## src/rtl/alarm_pkg.sv

```systemverilog
// Shared types and constants for the alarm sequencer slice.
package alarm_pkg;

  localparam int unsigned HOUR_W = 5;
  localparam int unsigned MIN_W  = 6;
  localparam int unsigned SEC_W  = 6;
  localparam int unsigned CNT_W  = 9;
  localparam int unsigned TONE_W = 24;
  localparam int unsigned SNZ_W  = 2;

  localparam logic [TONE_W-1:0] TONE_A_DFLT = 24'd56818;
  localparam logic [TONE_W-1:0] TONE_B_DFLT = 24'd28409;

  typedef enum logic [1:0] {
    IDLE   = 2'd0,
    RING   = 2'd1,
    SNOOZE = 2'd2,
    DONE   = 2'd3
  } state_t;

endpackage

```

## src/rtl/alarm_sequencer_if.sv

```systemverilog
// Timekeeping/user inputs and sound-stage outputs of the alarm sequencer.
interface alarm_sequencer_if import alarm_pkg::*; ();

  logic              tick1Hz;
  logic              alarmEnable;
  logic [HOUR_W-1:0] timeHour;
  logic [MIN_W-1:0]  timeMin;
  logic [SEC_W-1:0]  timeSec;
  logic [HOUR_W-1:0] alarmHour;
  logic [MIN_W-1:0]  alarmMin;
  logic              snoozeBtn;
  logic              stopBtn;
  logic              alarmActive;
  logic [TONE_W-1:0] toneBus;
  logic [SNZ_W-1:0]  snoozeCount;

  modport master (
    output tick1Hz, alarmEnable, timeHour, timeMin, timeSec,
           alarmHour, alarmMin, snoozeBtn, stopBtn,
    input  alarmActive, toneBus, snoozeCount
  );

  modport slave (
    input  tick1Hz, alarmEnable, timeHour, timeMin, timeSec,
           alarmHour, alarmMin, snoozeBtn, stopBtn,
    output alarmActive, toneBus, snoozeCount
  );

endinterface

```

## src/rtl/alarm_time_match.sv

```systemverilog
// Registered wall-clock vs alarm comparator plus the matching one-cycle tick delay.
module alarm_time_match import alarm_pkg::*; (
  input  logic              clk,
  input  logic              rst_n,
  input  logic              tick1Hz,
  input  logic              enable,
  input  logic [HOUR_W-1:0] timeHour,
  input  logic [MIN_W-1:0]  timeMin,
  input  logic [SEC_W-1:0]  timeSec,
  input  logic [HOUR_W-1:0] alarmHour,
  input  logic [MIN_W-1:0]  alarmMin,
  output logic              matchNow,
  output logic              tickDly
);

  // Only an exact hh:mm:00 matches, so a jump past or into the minute never fires late.
  always_ff @(posedge clk or negedge rst_n) begin
    if (!rst_n) begin
      matchNow <= 1'b0;
      tickDly  <= 1'b0;
    end else begin
      matchNow <= enable && (timeHour == alarmHour) && (timeMin == alarmMin)
                  && (timeSec == SEC_W'(0));
      tickDly  <= tick1Hz;
    end
  end

endmodule

```

## src/rtl/alarm_sequencer.sv

```systemverilog
// Ring / snooze / stop sequencer driving alarmActive and the tone word.
module alarm_sequencer import alarm_pkg::*; #(
  parameter int unsigned       RING_TIMEOUT_S = 60,
  parameter int unsigned       SNOOZE_S       = 300,
  parameter int unsigned       MAX_SNOOZE     = 3,
  parameter logic [TONE_W-1:0] TONE_A         = TONE_A_DFLT,
  parameter logic [TONE_W-1:0] TONE_B         = TONE_B_DFLT
) (
  input logic               clk,
  input logic               rst_n,
  alarm_sequencer_if.slave  bus
);

  state_t            state_q, state_d;
  logic [CNT_W-1:0]  cnt_q, cnt_d;
  logic [SNZ_W-1:0]  snz_q, snz_d;
  logic              active_q, active_d;
  logic [TONE_W-1:0] tone_q, tone_d;
  logic              match_now;
  logic              tick_dly;
  logic              trigger;

  alarm_time_match u_match (
    .clk       (clk),
    .rst_n     (rst_n),
    .tick1Hz   (bus.tick1Hz),
    .enable    (bus.alarmEnable),
    .timeHour  (bus.timeHour),
    .timeMin   (bus.timeMin),
    .timeSec   (bus.timeSec),
    .alarmHour (bus.alarmHour),
    .alarmMin  (bus.alarmMin),
    .matchNow  (match_now),
    .tickDly   (tick_dly)
  );

  assign trigger = match_now & tick_dly;

  always_ff @(posedge clk or negedge rst_n) begin
    if (!rst_n) begin
      state_q  <= IDLE;
      cnt_q    <= '0;
      snz_q    <= '0;
      active_q <= 1'b0;
      tone_q   <= '0;
    end else begin
      state_q  <= state_d;
      cnt_q    <= cnt_d;
      snz_q    <= snz_d;
      active_q <= active_d;
      tone_q   <= tone_d;
    end
  end

  // Priority: disable > stop > snooze > tick-driven transitions.
  always_comb begin
    state_d  = state_q;
    cnt_d    = cnt_q;
    snz_d    = snz_q;
    active_d = (state_q == RING);
    tone_d   = '0;
    if (state_q == RING) begin
      tone_d = cnt_q[0] ? TONE_B : TONE_A;
    end

    if (!bus.alarmEnable) begin
      state_d = IDLE;
      cnt_d   = '0;
      snz_d   = '0;
    end else begin
      case (state_q)
        IDLE: begin
          if (trigger) begin
            state_d = RING;
            cnt_d   = '0;
          end
        end
        RING: begin
          if (bus.stopBtn) begin
            state_d = DONE;
            cnt_d   = '0;
          end else if (bus.snoozeBtn && (snz_q < SNZ_W'(MAX_SNOOZE))) begin
            state_d = SNOOZE;
            cnt_d   = CNT_W'(SNOOZE_S - 1);
            snz_d   = snz_q + SNZ_W'(1);
          end else if (bus.tick1Hz) begin
            if (cnt_q == CNT_W'(RING_TIMEOUT_S - 1)) begin
              state_d = DONE;
              cnt_d   = '0;
            end else begin
              cnt_d = cnt_q + CNT_W'(1);
            end
          end
        end
        SNOOZE: begin
          if (bus.stopBtn) begin
            state_d = DONE;
            cnt_d   = '0;
          end else if (bus.tick1Hz) begin
            if (cnt_q == '0) begin
              state_d = RING;
            end else begin
              cnt_d = cnt_q - CNT_W'(1);
            end
          end
        end
        DONE: begin
          // Hold until the alarm minute has passed so it cannot re-trigger.
          if (bus.timeMin != bus.alarmMin) begin
            state_d = IDLE;
            snz_d   = '0;
          end
        end
        default: state_d = IDLE;
      endcase
    end
  end

  assign bus.alarmActive = active_q;
  assign bus.toneBus     = tone_q;
  assign bus.snoozeCount = snz_q;

endmodule

```

## src/flat_wrapper.sv

```systemverilog
// flat-port wrapper written by rule: the top's interface ports become plain ports
module alarm_sequencer_flat import alarm_pkg::*;
#(
  parameter int unsigned       RING_TIMEOUT_S = 60,
  parameter int unsigned       SNOOZE_S       = 300,
  parameter int unsigned       MAX_SNOOZE     = 3,
  parameter logic [TONE_W-1:0] TONE_A         = TONE_A_DFLT,
  parameter logic [TONE_W-1:0] TONE_B         = TONE_B_DFLT
)
  (clk, rst_n, bus_tick1Hz, bus_alarmEnable, bus_timeHour, bus_timeMin, bus_timeSec, bus_alarmHour, bus_alarmMin, bus_snoozeBtn, bus_stopBtn, bus_alarmActive, bus_toneBus, bus_snoozeCount);
  alarm_sequencer_if bus_i ();
  input logic clk;
  input logic rst_n;
  input wire logic [$bits(bus_i.tick1Hz)-1:0] bus_tick1Hz;
  input wire logic [$bits(bus_i.alarmEnable)-1:0] bus_alarmEnable;
  input wire logic [$bits(bus_i.timeHour)-1:0] bus_timeHour;
  input wire logic [$bits(bus_i.timeMin)-1:0] bus_timeMin;
  input wire logic [$bits(bus_i.timeSec)-1:0] bus_timeSec;
  input wire logic [$bits(bus_i.alarmHour)-1:0] bus_alarmHour;
  input wire logic [$bits(bus_i.alarmMin)-1:0] bus_alarmMin;
  input wire logic [$bits(bus_i.snoozeBtn)-1:0] bus_snoozeBtn;
  input wire logic [$bits(bus_i.stopBtn)-1:0] bus_stopBtn;
  output wire logic [$bits(bus_i.alarmActive)-1:0] bus_alarmActive;
  output wire logic [$bits(bus_i.toneBus)-1:0] bus_toneBus;
  output wire logic [$bits(bus_i.snoozeCount)-1:0] bus_snoozeCount;
  assign bus_i.tick1Hz = bus_tick1Hz;
  assign bus_i.alarmEnable = bus_alarmEnable;
  assign bus_i.timeHour = bus_timeHour;
  assign bus_i.timeMin = bus_timeMin;
  assign bus_i.timeSec = bus_timeSec;
  assign bus_i.alarmHour = bus_alarmHour;
  assign bus_i.alarmMin = bus_alarmMin;
  assign bus_i.snoozeBtn = bus_snoozeBtn;
  assign bus_i.stopBtn = bus_stopBtn;
  assign bus_alarmActive = bus_i.alarmActive;
  assign bus_toneBus = bus_i.toneBus;
  assign bus_snoozeCount = bus_i.snoozeCount;
  alarm_sequencer #(.RING_TIMEOUT_S(RING_TIMEOUT_S), .SNOOZE_S(SNOOZE_S), .MAX_SNOOZE(MAX_SNOOZE), .TONE_A(TONE_A), .TONE_B(TONE_B)) u_core (.clk(clk), .rst_n(rst_n), .bus(bus_i));
endmodule
```

## config.mk

```make
export PLATFORM = sky130hd
export DESIGN_NAME = alarm_sequencer_flat
export DESIGN_NICKNAME = d
export VERILOG_FILES = /design/src/rtl/alarm_pkg.sv /design/src/rtl/alarm_sequencer_if.sv /design/src/rtl/alarm_time_match.sv /design/src/rtl/alarm_sequencer.sv /design/src/flat_wrapper.sv
export SDC_FILE = /design/constraint.sdc
export NUM_CORES = 1
export LEC_CHECK = 0
export ABC_CLOCK_PERIOD_IN_PS = 2200
export BUFFER_PORTS_ARGS = -buffer_cell sky130_fd_sc_hd__buf_2
export CELL_PAD_IN_SITES_DETAIL_PLACEMENT = 0
export CELL_PAD_IN_SITES_GLOBAL_PLACEMENT = 1
export CORE_AREA = 2 2 77 79
export CTS_CLUSTER_DIAMETER = 80
export CTS_CLUSTER_SIZE = 25
export DETAILED_ROUTE_END_ITERATION = 12
export DIE_AREA = 0 0 79 81
export GPL_ROUTABILITY_DRIVEN = 0
export GPL_TIMING_DRIVEN = 0
export PLACE_DENSITY_LB_ADDON = 0.1
export SETUP_SLACK_MARGIN = 0.3
export SLEW_MARGIN = 20
export SYNTH_ARGS = -nofsm -noshare
export SYNTH_HDL_FRONTEND = slang
export SYNTH_HIERARCHICAL = 1
export SYNTH_SLANG_ARGS = --single-unit
```

## constraint.sdc

```tcl
create_clock -name clk -period 2.2 [get_ports clk]
set_input_delay 0.33 -clock clk [delete_from_list [all_inputs] [get_ports clk]]
set_output_delay 0.33 -clock clk [all_outputs]
set_load 0.005 [all_outputs]
```

[Word-level counts from Yosys, hierarchy flattened]
Cells that the tools add are included.
Cells by class
  multiplexer cells: 27
  $lt $le $gt $ge: 1
  equality and inequality tests: 18
  $add $sub $neg: 3
  reductions and logical operators: 10
  bitwise logic cells: 1
Operator list (count)
  9-bit 2-to-1 mux: 9
  16-bit 2-to-1 mux: 2
  9-bit one-hot mux with 3 select lines: 1
  2-bit 2-to-1 mux: 13
  5-bit inequality test, second input constant: 2
  9-bit by 1-bit adder with 9-bit output, second input constant: 1
  9-bit by 6-bit equality test with 1-bit output, second input constant: 1
  9-bit zero test: 1
  9-bit by 1-bit subtractor with 9-bit output, second input constant: 1
  4-bit inequality test, second input constant: 2
  2-bit one-hot mux with 4 select lines: 1
  6-bit equality test: 1
  6-bit zero test: 1
  3-bit by 2-bit inequality test with 1-bit output, second input constant: 2
  3-bit inequality test, second input constant: 2
  6-bit inequality test: 1
  6-bit AND reduction: 1
  5-bit equality test: 1
  5-bit AND reduction: 1
  2-bit equality test, second input constant: 2
  1-bit logical AND: 4
  4-bit by 1-bit inequality test with 1-bit output, second input constant: 1
  4-bit by 3-bit inequality test with 1-bit output, second input constant: 1
  2-bit one-hot mux with 2 select lines: 1
  other kinds (7): 7
Storage, ports and cells
  flip-flop bits (word level): 40

[Depth between registers and ports, before layout]
Gate-level depths: netlist of the first run.
  depth in word-level cells: 7
  depth in mapped cells: 9
  mapped depth without buffers: 7

[Modules after synthesis]
The synthesis of the first run kept the hierarchy.
By module, submodules not included
  alarm_sequencer: area an instance 1632.8 um^2, cells an instance 182, sequential area each 400.4 um^2, times used 1
  alarm_time_match: area an instance 193.9 um^2, cells an instance 20, sequential area each 50.0 um^2, times used 1

[Worst setup path before layout of the first run]
OpenSTA, ideal clock, no wires.
  kind: flip-flop to flip-flop
  from: register u_core.state_q[0]
  to: register u_core.cnt_q[5]
  buffers on the path: 2
  cell stages (with the launch flop): 10
  arrival: 2.003 ns
  slack: 0.071 ns
  period minus slack after synthesis: 2.129 ns
  data required time: 2.074 ns
  cells stage by stage: dfrtp_1 -> inv_1 -> ha_1 -> nand2b_1 -> buf_4 -> nor2_1 -> a41o_1 -> buf_2 -> or2_2 -> a221o_1
Between the ends
  longest elaborated chain between the ends: 3
  elaborated cells between the ends (all ways): 11
  those cells by class: eq/ne (7); mux (2); reduce/logical (2)
Ends and longest elaborated chain
  from (decl): RTL line alarm_sequencer.sv:14  | state_t state_q, state_d;
  from (signal assigned): RTL line alarm_sequencer.sv:47  | state_q <= state_d;
  2-bit by 1-bit equality test with 1-bit output, or another cell as far along: RTL line alarm_sequencer.sv:71  | case (state_q)
  5-bit inequality test (no source line), or another cell as far along
  5-bit AND reduction (no source line) or 9-bit 2-to-1 mux (tied branches)
  to (signal assigned): RTL line alarm_sequencer.sv:48  | cnt_q <= cnt_d;
  to (decl): RTL line alarm_sequencer.sv:15  | logic [CNT_W-1:0] cnt_q, cnt_d;
Several ways; a longest one is shown, not always the timed one.
A chain may end at the register's enable or synchronous reset.

[Worst setup path after layout of the first run]
  from: register u_core.cnt_q[8]
  to: register u_core.state_q[0]
Between the ends
  longest elaborated chain between the ends: 3
  elaborated cells between the ends (all ways): 5
  those cells by class: eq/ne (3); reduce/logical (2)
Ends and longest elaborated chain (RTL line)
  9-bit by 6-bit equality test with 1-bit output or 9-bit zero test (tied branches): alarm_sequencer.sv:87, alarm_sequencer.sv:100
  5-bit inequality test (no source line) or 4-bit by 3-bit inequality test with 1-bit output (tied branches)
  6-bit AND reduction (no source line) *
Every way passes the cells marked *; elsewhere a longest branch is shown, timed or not.

==> metrics, run 1 <==
Final Setup Violations 0; Root Buffer clkbuf_8; Die Y 81 um; Tot GR Track Use 0.161; cells after synthesis between 200 and 250; reg2reg path depth 5; CP Launch Type flop; Synth Warn # 6; clock sinks 18; Critical Path Max Stage Delay between 500 and 600 ps; Clock Pin Slew Worst Setup and Hold Paths 80 ps; maximum VDD drop 341 uV; Post-synth ARST share 1.00; CTS tree built; f_max 0.511 GHz; Top Ports 61; LEAKAGE ~1.2 nW; slowest stage cell on the critical path or4b_4; most frequent cells in the layout buf_2, buf_4, nand2_1, xnor2_1, dfrtp_1; CP Max Fanout 4; initial antenna violation count 0; die area between 0.006 and 0.007 mm^2; placed insts 336; CTS H-tree lvls 1; cell breakdown of the critical path or3_4 > nor3_4 > o21ai_2 > or4b_4 > o211ai_2; Routed WL per cell between 10 and 15 um; count of cell types in the netlist 60; # port buffers 51; kind of critical path reg2reg; Via Count approximately 1800; Top FF cell, synth dfrtp_1; Filler cells approximately 560; worst skew pair latency approximately 260 ps; outcome finished, violations left; effective utilization at floorplan 0.322; PwrDens just under 1000 mW/mm^2; Hold Slack -2.84 ps; Die Width ~80 um; CTS Buffer Depth 2; core area roughly 0.0057 mm^2; nets@finish roughly 340; drt pass-1 iters 4; critical path endpoint category flop; Final Hold Viols 7; Crit path required time ~2400 ps; Worst Skew between 1.5 and 2 ps; Max-Cap Viols 0; R2R Setup Slk 240 ps; post-synthesis register bit count 18; worst hold path class in2async; antenna-violating nets left 0; Final HPWL DP approximately 3500 um; GRT overflow 0; failing checks hold timing; fin crit period 1960 ps; largest net degree at the start of global routing 19; final max-slew violation count 0; Cell Area, Synth ~0.0018 mm^2; vias in the first global route ~1600; Vias per Instance 4.83; DRC violations left 0; post-synthesis sequential area ratio 0.247; Area Overhead vs Synth 45.4%; EDFF count, synth 0; CTS buffer count 3; fin cells roughly 370; Inserted Diodes 0; layout cells sized above 1 0.551; first-pass GRT wire length around 8000 um; initial DRC count about 110; Mapped Avg Cell Area 9.04 um^2; drt total wl between 4000 and 5000 um; Core Rows 28; RSZ-0062 raised after global routing yes; final worst-path cycle share 0.889; commonest non-fill, non-tap cell in the layout buf_2; CP arrival ~2100 ps
-- per-stage QoR --
stage	setup WS [ps]	total power [mW]	utilization	setup TNS (ps)	instance area [um^2]
2_1_floorplan	278	1.47	-	0	1890
3_3_place_gp	-187	1.87	0.395	-322	2240
4_1_cts	253	2.43	0.452	0	2560
6_report	244	2.55	0.468	0	2660
5_1_grt	174	2.75	0.468	0	2660
3_5_place_dp	-162	1.85	0.395	-270	2240
-- final cells by class --
class                           instances  area (um^2)  area share
Multi-Input combinational cell        156         1300       0.489
Buffer                                 30          249      0.0937
Inverter                                6         25.0     0.00942
Sequential cell                        18          458       0.172
Timing Repair Buffer                   80          477       0.179
Clock buffer                            4         55.1      0.0207
Tap cell                               75         93.8      0.0353
-- flip-flops by register name, indices dropped and copies added (netlist names) --
name and cells:
u_core/cnt_q 9, u_core/bus.toneBus 3, u_core/bus.snoozeCount 2, u_core/state_q 2, u_core/u_match/matchNow 1, u_core/u_match/tickDly 1
-- per-layer routing --
metal	share of wire	routed length (um)	up-vias	global-route usage
li1	-	-	886	-
met1	0.44	2190	820	0.210
met2	0.49	2420	68	0.277
met3	0.055	275	8	0.0222
met4	0.018	89	0	0.0517
met5	0	0	-	0
-- Yosys cell counts (all sizes together) (2+ instances only) --
master	instances	area, um^2
buf	25	189
dfrtp	18	450
nand2	14	52.6
xnor2	13	114
o21ai	11	58.8
nor2	10	37.5
ha	9	113
xor2	8	70.1
nor3	7	46.3
a21oi	6	30.0
inv	6	22.5
clkbuf	5	38.8
nand3	5	25.0
a211oi	4	30.0
and2	4	25.0
nand4	4	40.0
nor4	4	58.8
nand2b	3	18.8
nor2b	3	18.8
o211ai	3	27.5
o31ai	3	36.3
a311o	2	20.0
mux2	2	22.5
nor4b	2	17.5
o21a	2	15.0
o22ai	2	12.5
o32a	2	21.3
o32ai	2	17.5
or2	2	12.5
or3	2	17.5
-- path summary, 6_finish.rpt --
path	start	to
worst max-delay path	u_core/cnt_q[8]$_DFFE_PN0P_	u_core/state_q[0]$_DFFE_PN0P_
worst min-delay path	rst_n	u_core/bus.toneBus[14]$_DFF_PN0_
worst max register to register	u_core/cnt_q[8]$_DFFE_PN0P_	u_core/state_q[0]$_DFFE_PN0P_
worst min register to register	u_core/bus.snoozeCount[1]$_DFFE_PN0P_	u_core/bus.snoozeCount[1]$_DFFE_PN0P_
max in group asynchronous	rst_n	u_core/cnt_q[6]$_DFFE_PN0P_
min in group clk	bus_tick1Hz	u_core/u_match/tickDly$_DFF_PN0_
-- power by group --
| part | internal (mW) | switching, mW |
|---|---|---|
| clock network | 0.159 | 0.126 |
| registers | 0.419 | 0.130 |
| logic | 0.924 | 0.793 |
| total | 1.50 | 1.05 |
-- what timing repair did --
| item | CTS | global route |
|---|---|---|
| gates resized for setup | 27 | 16 |
| setup buffers | 22 | 7 |
| pin swaps | 11 | 3 |
| cloned | 0 | 0 |
| setup endpoints to repair | 13 | 13 |
| hold buffers | 0 | 0 |
-- worst max-delay path, delay by kind of cell, from the launching register on --
family           cells  cell delay, ps
flip-flops           1             430
AND/OR/NAND/NOR      3            1210
AO/OA/AOI/OAI        2             230
-- kinds of logic (layout without fill, tap and decap cells) --
kind of cell | count (synthesis) | after routing | synth area share
buffers and inverters | 36 | 120 | 0.137
muxes | 2 | 2 | 0.0123
adders and majority gates | 9 | 9 | 0.0616
other | 1 | 9 | 0.00205
DFF | 18 | 18 | 0.247
and+or+nand+nor | 67 | 67 | 0.237
AOI/OAI and AO/OA | 48 | 48 | 0.203
xor gates and xnor gates | 21 | 21 | 0.101
(Power assumes the default switching activity.)
==> run 2, diff against run 1 <==
Settings changed: ABC_CLOCK_PERIOD_IN_PS 2200 to 1800, CORE_AREA 2 2 77 79 to 2 2 74 76, DIE_AREA 0 0 79 81 to 0 0 76 78.
Clock period 2.2 ns to 1.8 ns, I/O delays scaled along.
==> metrics, run 2 (synthesized netlist as in run 1, its figures left out) <==
Routed WL per cell roughly 14 um; Via Count approximately 1900; maximum VDD drop 454 uV; failing checks setup timing; Hold Slack between 100 and 150 ps; Inserted Diodes 0; Final Hold Viols 0; clock sinks 18; drt total wl 5180 um; worst r2r src u_core/cnt_q[7]$_DFFE_PN0P_; GRT overflow 0; CTS Buffer Depth 2; Most flops, register u_core/cnt_q; worst skew pair latency roughly 260 ps; CP arrival 2090 ps; f_max between 0.5 and 0.6 GHz; # port buffers 51; initial antenna violation count 0; effective utilization at floorplan 0.362; Crit path required time 1930 ps; CP Launch Type flop; final setup TNS -1110 ps; Final HPWL DP around 3400 um; kind of critical path reg2reg; Tot GR Track Use 0.169; CTS buffer count 3; crit path launch u_core/cnt_q[7]$_DFFE_PN0P_; Area Overhead vs Synth 48.9%; LEAKAGE around 1.3 nW; Max-Cap Viols 0; core area ~0.005 mm^2; placed insts 331; Final Setup Violations 11; largest net degree at the start of global routing 19; post-route setup slack -168 ps; antenna-violating nets left 0; outcome finished, violations left; Filler cells about 450; critical path endpoint category flop; DRC violations left 0; most frequent cells in the layout buf_2, buf_4, xnor2_1, nand2_1, dfrtp_1; Worst Skew 2.31 ps; crit path to u_core/cnt_q[7]$_DFFE_PN0P_; initial DRC count 117; Top Ports 61; fin crit period 1970 ps; final max-slew violation count 0; RSZ-0062 raised after global routing yes; worst slack, placed -272 ps; Core Rows 26; vias in the first global route between 1500 and 2000; CTS H-tree lvls 1; fin cells ~360; Vias per Instance between 5 and 6; Die Width ~76 um; Clock Pin Slew Worst Setup and Hold Paths 80 ps; die area roughly 0.0059 mm^2; commonest non-fill, non-tap cell in the layout buf_2; worst flop-to-flop path endpoint u_core/cnt_q[7]$_DFFE_PN0P_; Root Buffer clkbuf_8; Die Y slightly below 80 um; R2R Setup Slk -170 ps; CP Max Fanout 6; PwrDens 1210 mW/mm^2; max FFs per register 9; layout cells sized above 1 0.560; final worst-path cycle share 1.09; drt pass-1 iters 4; worst hold path class in2reg; reg2reg path depth 6; CTS tree built; first-pass GRT wire length ~8200 um; nets@finish 337
[run 2: changes by cell type in the layout (fill, tap and decap cells not counted), sizes merged]
| cell | before | now |
|---|---|---|
| buf | 105 | 104 |
| clkbuf | 9 | 8 |
| dlygate4sd3 | 0 | 1 |
[run 2: worst max-delay path, stage by stage, from the launching register on]
cell	delay, ps
dfrtp_1	460
or3_4	410
nor3_4	240
buf_4	180
nor2_1	80
a311oi_1	310
o22ai_2	150
[run 2: metal layers]
| layer | wire length [um] | global-route usage | vias to the layer above |
|---|---|---|---|
| met5 | 0 | 0 | - |
| met1 | 2090 | 0.198 | 844 |
| met3 | 428 | 0.0198 | 13 |
| met2 | 2510 | 0.312 | 104 |
| li1 | - | - | 891 |
| met4 | 148 | 0.0745 | 0 |
[run 2: stage by stage]
step	total power, mW	util	instance area (um^2)
6_report	3.28	0.539	2720
2_1_floorplan	1.87	-	1950
3_3_place_gp	2.35	0.454	2290
4_1_cts	3.11	0.522	2630
5_1_grt	3.51	0.539	2720
3_5_place_dp	2.33	0.454	2290
[run 2: what timing repair did]
| action | CTS | global route |
|---|---|---|
| hold endpoints to repair | 18 | 0 |
| endpoints found under the setup margin | 13 | 13 |
| resized for setup | 18 | 19 |
| pin swaps | 14 | 6 |
| hold buffers | 1 | 0 |
| setup buffers | 26 | 1 |
[run 2: final cells by class]
type	instances	area [um^2]	area share
inverters	6	27.5	0.0101
well taps	70	87.6	0.0322
flip-flops and latches	18	458	0.168
clock buffers	4	55.1	0.0202
repair buffers	79	492	0.181
multi-input cells	156	1350	0.496
plain buffers	30	250	0.0920
[run 2: how the worst min path moves through the flow]
| stage | start | to | slack (ps) | cells after the start |
|---|---|---|---|---|
| after floorplan | rst_n | u_core/bus.snoozeCount[0]$_DFFE_PN0P_ | -30 | 0 |
| after global placement | rst_n | u_core/bus.toneBus[12]$_DFF_PN0_ | 250 | 1 |
| after detailed placement | rst_n | u_core/bus.toneBus[14]$_DFF_PN0_ | 260 | 1 |
| after CTS | bus_tick1Hz | u_core/u_match/tickDly$_DFF_PN0_ | 120 | 1 |
| after global routing | bus_tick1Hz | u_core/u_match/tickDly$_DFF_PN0_ | 130 | 1 |
| final | bus_tick1Hz | u_core/u_match/tickDly$_DFF_PN0_ | 130 | 1 |
[run 2: where the power goes]
| group | switching (mW) | internal [mW] |
|---|---|---|
| clock network | 0.154 | 0.195 |
| logic | 1.07 | 1.20 |
| registers | 0.146 | 0.513 |
| total | 1.37 | 1.91 |
==> run 3, diff against run 2 <==
Settings changed: ABC_CLOCK_PERIOD_IN_PS 1800 to 2100.
Clock period 1.8 ns to 2.1 ns, I/O delays scaled along.
==> metrics, run 3 (synthesized netlist as in run 1, its figures left out) <==
outcome completed; Crit path required time between 2000 and 2500 ps; commonest non-fill, non-tap cell in the layout buf_4; # port buffers 51; Switch Pwr 1.12 mW; antenna-violating nets left 0; Clock Pin Slew Worst Setup and Hold Paths around 80 ps; most frequent cells in the layout buf_4, buf_2, xnor2_1, nand2_1, dfrtp_1; Root Buffer clkbuf_8; Slew headroom 0.650; Final HPWL DP ~3400 um; Via Count between 1500 and 2000; power share of the clock group 0.107; fin crit period slightly below 2000 ps; Top delay family on crit path simple AND/OR/NAND/NOR gates; clock sinks 18; worst skew pair latency around 260 ps; first-pass GRT wire length 8150 um; vias in the first global route ~1700; slowest stage cell on the critical path or4b_4; CTS H-tree lvls 1; Combinational Power Share 0.689; post-route setup slack 118 ps; sequential share of power 0.204; final setup TNS 0 ps; drt pass-1 iters 4; RSZ-0062 raised after global routing yes; Internal Power 1.65 mW; Max-Cap Viols 0; DRC violations left 0; nets@finish roughly 340; core area just over 0.005 mm^2; placed insts approximately 330; final worst-path cycle share 0.944; drt total wl 4970 um; initial antenna violation count 0; Top Ports 61; maximum VDD drop approximately 360 uV; f_max 0.505 GHz; Routed WL per cell 13.4 um; max FFs per register 9; slew at the pin with the worst max-slew slack 518 ps; LEAKAGE between 1 and 1.5 nW; CTS tree built; Vias per Instance around 5; switching share of power 0.404; worst slack, placed 42.7 ps; CP Max Fanout 8; die area between 0.005 and 0.006 mm^2; worst hold path class in2reg; Buf/Inv on CP 1; kind of critical path reg2reg; largest net degree at the start of global routing 19; Area Overhead vs Synth 48.9%; PwrDens approximately 1000 mW/mm^2; Die Width between 70 and 80 um; CP Launch Type flop; Tot GR Track Use 0.168; cell breakdown of the critical path buf_8 > nor4_4 > a31o_2 > o21ai_2 > or4b_4 > o211ai_2; Final Hold Viols 0; fin cells 370; critical path endpoint category flop; Final Core Density 0.539; Final Setup Violations 0; layout cells sized above 1 0.557; Most flops, register u_core/cnt_q; CP arrival between 2000 and 2500 ps; GRT overflow 0; CTS buffer count 3; initial DRC count roughly 130; Die Y between 70 and 80 um; final max-slew violation count 0; Worst Skew 4.35 ps; CTS Buffer Depth 2; Critical Path Max Stage Delay 540 ps; effective utilization at floorplan 0.362; Inserted Diodes 0; Core Rows 26; Filler cells around 460
==> run 3: changes by cell type in the layout (fill, tap and decap cells not counted), sizes merged <==
| cell | delta |
|---|---|
| buf | +7 |
==> run 3: worst paths after layout <==
path,to,slack (ps),startpoint,cells past startpoint
worst max-delay path,u_core/state_q[0]$_DFFE_PN0P_,120,u_core/cnt_q[3]$_DFFE_PN0P_,6
worst min-delay path,u_core/u_match/tickDly$_DFF_PN0_,170,bus_tick1Hz,1
min in group asynchronous,u_core/cnt_q[8]$_DFFE_PN0P_,520,rst_n,2
worst max register to register,u_core/state_q[0]$_DFFE_PN0P_,120,u_core/cnt_q[3]$_DFFE_PN0P_,6
worst min register to register,u_core/bus.snoozeCount[1]$_DFFE_PN0P_,550,u_core/bus.snoozeCount[1]$_DFFE_PN0P_,1
max in group asynchronous,u_core/state_q[1]$_DFFE_PN0P_,1250,rst_n,2
==> run 3: metrics by stage <==
stage	power (mW)	instance area (um^2)	hold WS [ps]
after floorplan	1.58	1920	19.4
after global placement	1.99	2270	289
after detailed placement	1.98	2270	287
after CTS	2.60	2600	164
after global routing	2.97	2720	172
final	2.77	2720	172
==> run 3: worst reg2reg max path, stage by stage (launching register included) <==
cell,delay (ps)
dfrtp_1,390
buf_8,140
nor4_4,350
a31o_2,230
o21ai_2,60
or4b_4,540
o211ai_2,180
==> run 3: area by class of cell <==
cell class / count / area, um^2 / area share
Sequential cell: 18 / 459 / 0.169
Tap cell: 70 / 87.6 / 0.0322
Timing Repair Buffer: 86 / 536 / 0.197
Buffer: 30 / 249 / 0.0915
Multi-Input combinational cell: 156 / 1310 / 0.481
Inverter: 6 / 25.0 / 0.00920
Clock buffer: 4 / 55.1 / 0.0202
==> run 3: repair_timing <==
action | in CTS | in global routing
hold buffers | 1 | 0
gates resized for setup | 25 | 12
endpoints found under the hold margin | 18 | 0
pin swaps | 10 | 9
setup buffers | 24 | 10
setup endpoints to repair | 13 | 13
==> run 3: layer usage <==
metal / vias up / track usage / wire (um)
li1: 902 / - / -
met2: 85 / 0.284 / 2420
met4: 0 / 0.0818 / 119
met5: - / 0 / 0
met1: 843 / 0.214 / 2120
met3: 14 / 0.0209 / 302
==> run 3: power by group through the flow <==
stage,combinational (mW),sequential [mW],clock [mW]
6_report,1.91,0.565,0.297
5_1_grt,2.06,0.582,0.324
2_1_floorplan,1.02,0.561,0
3_5_place_dp,1.39,0.586,0
3_3_place_gp,1.41,0.588,0
4_1_cts,1.72,0.570,0.310
